$ cat config.mk
export PLATFORM = sky130hd
export DESIGN_NAME = valid_ready_accum
export DESIGN_NICKNAME = d
export VERILOG_FILES = /design/src/rtl/valid_ready_pkg.sv /design/src/rtl/valid_ready_accum.sv
export SDC_FILE = /design/constraint.sdc
export NUM_CORES = 1
export LEC_CHECK = 0
export BUFFER_PORTS_ARGS = -buffer_cell sky130_fd_sc_hd__buf_2
export CORE_UTILIZATION = 40
export DETAILED_ROUTE_END_ITERATION = 8
export MAX_ROUTING_LAYER = met4
export SYNTH_ARGS = -nofsm -noshare
export SYNTH_HDL_FRONTEND = slang
export SYNTH_SLANG_ARGS = --single-unit
$ cat constraint.sdc
create_clock -name clk -period 2.1 [get_ports clk]
set_input_delay 0.21 -clock clk [delete_from_list [all_inputs] [get_ports clk]]
set_output_delay 0.21 -clock clk [all_outputs]
set_load 0.01 [all_outputs]
$ cat src/rtl/valid_ready_pkg.sv
// valid_ready_pkg: shared types and helpers for the group accumulator.
// Provides the saturating/wrapping adder and the beat-counter width helper.
package valid_ready_pkg;

    // Widest sum the shared adder supports; SUM_W must not exceed this.
    localparam int unsigned ADD_W = 32;

    typedef logic [ADD_W-1:0] add_t;

    typedef struct packed {
        logic clamped;
        add_t sum;
    } add_res_t;

    // Bits needed to hold a beat count of 0..n.
    function automatic int cnt_width(input int n);
        return $clog2(n + 1);
    endfunction

    // Adds two values that each fit in sum_w bits.
    // sat_mode=0 wraps modulo 2^sum_w; sat_mode=1 clamps to all-ones
    // and reports the clamp.
    function automatic add_res_t sat_add(
        input add_t a,
        input add_t b,
        input int   sum_w,
        input logic sat_mode
    );
        logic [ADD_W:0] w_full;
        logic [ADD_W:0] w_lim;
        add_res_t       w_res;
        w_full = {1'b0, a} + {1'b0, b};
        w_lim  = ({{ADD_W{1'b0}}, 1'b1} << sum_w) - 1'b1;
        w_res.clamped = 1'b0;
        w_res.sum     = w_full[ADD_W-1:0];
        if (w_full > w_lim) begin
            if (sat_mode) begin
                w_res.clamped = 1'b1;
                w_res.sum     = w_lim[ADD_W-1:0];
            end else begin
                w_res.sum = w_full[ADD_W-1:0] & w_lim[ADD_W-1:0];
            end
        end
        return w_res;
    endfunction

endpackage

$ cat src/rtl/valid_ready_accum.sv
// valid_ready_accum: sums up to GROUP_N valid/ready beats into one word.
// Ports: clk, rst_n (async low); data_in/valid_a/last_a/ready_a upstream;
// data_out/cnt_out/sat_out/valid_b/ready_b downstream.
module valid_ready_accum
    import valid_ready_pkg::*;
#(
    parameter int   DATA_W   = 8,
    parameter int   GROUP_N  = 4,
    parameter int   SUM_W    = DATA_W + $clog2(GROUP_N),
    parameter bit   SAT_MODE = 1'b0,
    localparam int  CNT_W    = cnt_width(GROUP_N)
) (
    input  logic              clk,
    input  logic              rst_n,
    input  logic [DATA_W-1:0] data_in,
    input  logic              valid_a,
    input  logic              last_a,
    output logic              ready_a,
    output logic              valid_b,
    input  logic              ready_b,
    output logic [SUM_W-1:0]  data_out,
    output logic [CNT_W-1:0]  cnt_out,
    output logic              sat_out
);

    // Accumulator stage
    logic [SUM_W-1:0] r_acc;
    logic [CNT_W-1:0] r_cnt;
    logic             r_sat;

    // Output stage
    logic             r_valid_b;
    logic [SUM_W-1:0] r_data;
    logic [CNT_W-1:0] r_cnt_out;
    logic             r_sat_out;

    add_res_t         w_add;
    logic [SUM_W-1:0] w_sum;
    logic             w_clamp;
    logic             w_sat_next;
    logic [CNT_W-1:0] w_cnt_inc;
    logic             w_full_grp;
    logic             w_closing;
    logic             w_out_stall;
    logic             w_ready;
    logic             w_accept;
    logic             w_out_fire;
    logic             w_unused;

    assign w_add      = sat_add(add_t'(r_acc), add_t'(data_in),
                                SUM_W, SAT_MODE);
    assign w_sum      = w_add.sum[SUM_W-1:0];
    assign w_clamp    = w_add.clamped;
    // Upper adder bits are always zero once narrowed to SUM_W.
    assign w_unused   = ^w_add.sum;
    assign w_sat_next = r_sat | w_clamp;
    assign w_cnt_inc  = r_cnt + CNT_W'(1);

    assign w_full_grp  = (r_cnt == CNT_W'(GROUP_N - 1));
    // last_a is looked at even without valid_a; only accepted beats act.
    assign w_closing   = w_full_grp || last_a;
    assign w_out_stall = r_valid_b && !ready_b;
    // Only a closing beat needs the output register, so only it stalls.
    assign w_ready     = !w_out_stall || !w_closing;
    assign w_accept    = valid_a && w_ready;
    assign w_out_fire  = r_valid_b && ready_b;

    always_ff @(posedge clk or negedge rst_n) begin
        if (!rst_n) begin
            r_acc     <= '0;
            r_cnt     <= '0;
            r_sat     <= 1'b0;
            r_valid_b <= 1'b0;
            r_data    <= '0;
            r_cnt_out <= '0;
            r_sat_out <= 1'b0;
        end else begin
            if (w_accept && w_closing) begin
                // Hand the finished group to the output stage; this also
                // covers a same-cycle drain of the previous result.
                r_data    <= w_sum;
                r_cnt_out <= w_cnt_inc;
                r_sat_out <= w_sat_next;
                r_valid_b <= 1'b1;
                r_acc     <= '0;
                r_cnt     <= '0;
                r_sat     <= 1'b0;
            end else begin
                if (w_accept) begin
                    r_acc <= w_sum;
                    r_cnt <= w_cnt_inc;
                    r_sat <= w_sat_next;
                end
                if (w_out_fire) begin
                    r_valid_b <= 1'b0;
                end
            end
        end
    end

    assign ready_a  = w_ready;
    assign valid_b  = r_valid_b;
    assign data_out = r_data;
    assign cnt_out  = r_cnt_out;
    assign sat_out  = r_sat_out;

endmodule

==> flow_summary.yaml <==
placement:
  gp_congestion: 0.8349
  post_dp_cell_area_um2: 1658
  hpwlAfterDp_um: 2201
  port_buffers: 27
  place_ws_ns: 0.1796
pwr:
  power_uw: 1959
  vdd_drop_max_mv: 0.6110
  power_density_nw_per_um2: 1141
  leakage_uw: 0.0008126
route:
  drt_iter0_markers: 26
  routedWlPerCell_um: 12.74
  wl_um: 2789
  vias: 1112
  detail_route.vias_per_cell: 5.078
  ant_nets: 0
  drc: 0
  drt-pass1-iter-count: 4
setup_path:
  worstSetupEndpointType: "flip-flop"
  critPathMaxFanout: 10
  reg2reg_slack_ns: 0.18
  worst_ep_arrival_time_ns: 2.08
  rr_endpoint: "data_out[3]"
  r2r-start: "r_cnt[0]"
  r2r_cells: 5
  cp_data_required_time_ns: 2.26
  startpoint_type: "flip-flop"
  path_class: "flip-flop to flip-flop"
cells_and_area:
  regArea_um2: 675.6
  syn2layout_area_growth_pct: 15.88
  drive_above_1_share: 0.2775
  multiInputGateArea_um2: 740.7
  layout_common_cells: "dfrtp_1 (27), buf_2 (27), nand2_1 (20)"
  nNetsFinal: 198
  final.fill_count: 340
  n_antenna_cell: 0
  design_area_um2: 1717
timing:
  post-route-min-period_ns: 1.918
  fin_ws_ns: 0.1820
  tns_ns: 0
  finalSetupViolations: 0
  finClkSkew_ns: 0.008030
  hold_violations: 0
  fmax_ghz: 0.5214
  worst_pin_slew_ns: 0.5870
  min_period_over_period: 0.9133
  rsz0062_at_grt: "false"
  finalMaxSlewViolations: 0
  slew_headroom: 0.6087
grt:
  grt_use_total: 0.1632
  grt-ovfl-total: 0
  grt_max_degree: 28
  grt_pass1_vias: 1043
  grt_pass1_wl_um: 4843
  antenna_found_initial: 0
logic_synthesis:
  ys_types: 39
  synth_area_um2: 1481
  synth-simple-area-share: 0.1267
  synth_adder_area_share: 0.09797
  synth_seq_area_share: 0.4561
  synth-edff-count: 0
  syn-mean-instance-area_um2: 10.36
  ys_ff_latch: 27
  syn-num-nets: 167
  synth-main-ff-cell: "dfrtp_1"
  async_reset_ff_frac: 1.000
  synth-compound-area-share: 0.1917
  synthCells: 143
  muxShareOfSynthArea: 0.04561
  synth_top_family_by_area: "compound AO/OA/AOI/OAI gates"
  synth_xor_area_frac: 0.03547
  ys_warn_count: 0
clock_tree:
  insertion_delay_ns: 0.28
  root_buffer: "clkbuf_8"
  cts_resized: 0
  post_cts_buffers: 0
  clk_pin_slew_worst_paths_ns: 0.09
  cts_buffers: 3
  clkSinkCount: 27
  cts_tree: "done"
  cts.path.max_buffers: 2
  htreeDepth: 1
floorplan:
  start_util: 0.4304
  core_area_um2: 3442
  core.rowCount: 21
  io_pins: 29
  die_y_um: 62.86
  die_x_um: 62.86
  die_area_um2: 3951
hold_path:
  hp-class: "input port to flip-flop"
  min_path_cells: 3
  hold_path.startpoint: "ready_b"
  min_to: "valid_b"
job:
  maxCapViolCount: 0
status:
  status: "completed"
==> layer usage <==
layer | share of wire | GRT usage | up-vias
li1 | - | - | 565
met1 | 0.46 | 0.1963 | 519
met4 | 0.015 | 0.06105 | 0
met2 | 0.49 | 0.2649 | 24
met5 | 0 | - | -
met3 | 0.033 | 0.03832 | 4
==> kinds of logic (layout without fill, tap and decap cells) <==
group | Yosys count | in the layout
AOI/OAI and AO/OA | 42 | 42
and+or+nand+nor | 38 | 38
DFF | 27 | 27
buffers and inverters | 12 | 42
adders and majority gates | 11 | 11
xor gates and xnor gates | 6 | 6
muxes | 6 | 6
other | 1 | 1
==> registers in the layout, summed over array words and instances (netlist names) <==
register / cells
r_acc: 10
valid_b: 1
data_out: 10
cnt_out: 3
r_cnt: 3
==> where the power goes <==
part | internal, µW | switching, µW | leakage, µW
logic | 399 | 465 | 0.000447
clock network | 135 | 164 | 0.0000217
registers | 696 | 99.6 | 0.000344
==> area by class of cell <==
cell class	count	area share
Inverter	7	0.01531
Tap cell	46	0.03353
Clock inverter	1	0.004373
Sequential cell	27	0.3936
Clock buffer	3	0.02405
Multi-Input combinational cell	104	0.4315
Timing Repair Buffer	31	0.09767
==> through the flow <==
| stage | utilization | hold slack [ns] | std cells |
|---|---|---|---|
| after floorplan | - | -0.08559 | 143 |
| after global placement | 0.4816 | 0.2543 | 214 |
| after detailed placement | 0.4816 | 0.2552 | 214 |
| after CTS | 0.4987 | 0.2193 | 219 |
| after global routing | 0.4987 | 0.2399 | 219 |
| final | 0.4987 | 0.2149 | 219 |
==> worst max-delay path by stage <==
stage | startpoint | end | slack (ns) | depth (start not counted)
floorplan | r_acc[0] | r_acc[8] | 0.32 | 8
global placement | r_cnt[0] | data_out[0] | 0.24 | 5
detailed placement | r_cnt[0] | cnt_out[1] | 0.18 | 5
CTS | r_cnt[0] | cnt_out[1] | 0.17 | 5
global route | r_acc[0] | data_out[6] | 0.03 | 8
finish | r_cnt[0] | data_out[3] | 0.18 | 5
==> synth_stat cells, drive strengths merged, types with 2 or more instances <==
master | number | area share
nor3 | 2 | 0.010
nand2 | 20 | 0.051
a211oi | 3 | 0.019
o31ai | 2 | 0.010
buf | 4 | 0.024
dfrtp | 27 | 0.46
a21oi | 7 | 0.024
ha | 10 | 0.084
xnor2 | 4 | 0.024
o21ai | 16 | 0.062
nor2 | 6 | 0.015
mux2 | 6 | 0.046
nor3b | 2 | 0.010
a22o | 6 | 0.035
inv | 7 | 0.018
xor2 | 2 | 0.012
a21o | 3 | 0.015
==> timing repair <==
item	4_1_cts	5_1_grt
hold buffers	1	0
setup endpoints to repair	0	0
hold endpoints to repair	27	0
==> worst max-delay path, cell delays in order, from the launching register on <==
cell and delay (ns):
dfrtp_1 0.41, ha_1 0.21, ha_1 0.18, nor2_1 0.19
nand3b_1 0.42, mux2_2 0.39
Note: power is estimated with default switching activity, not from simulation.
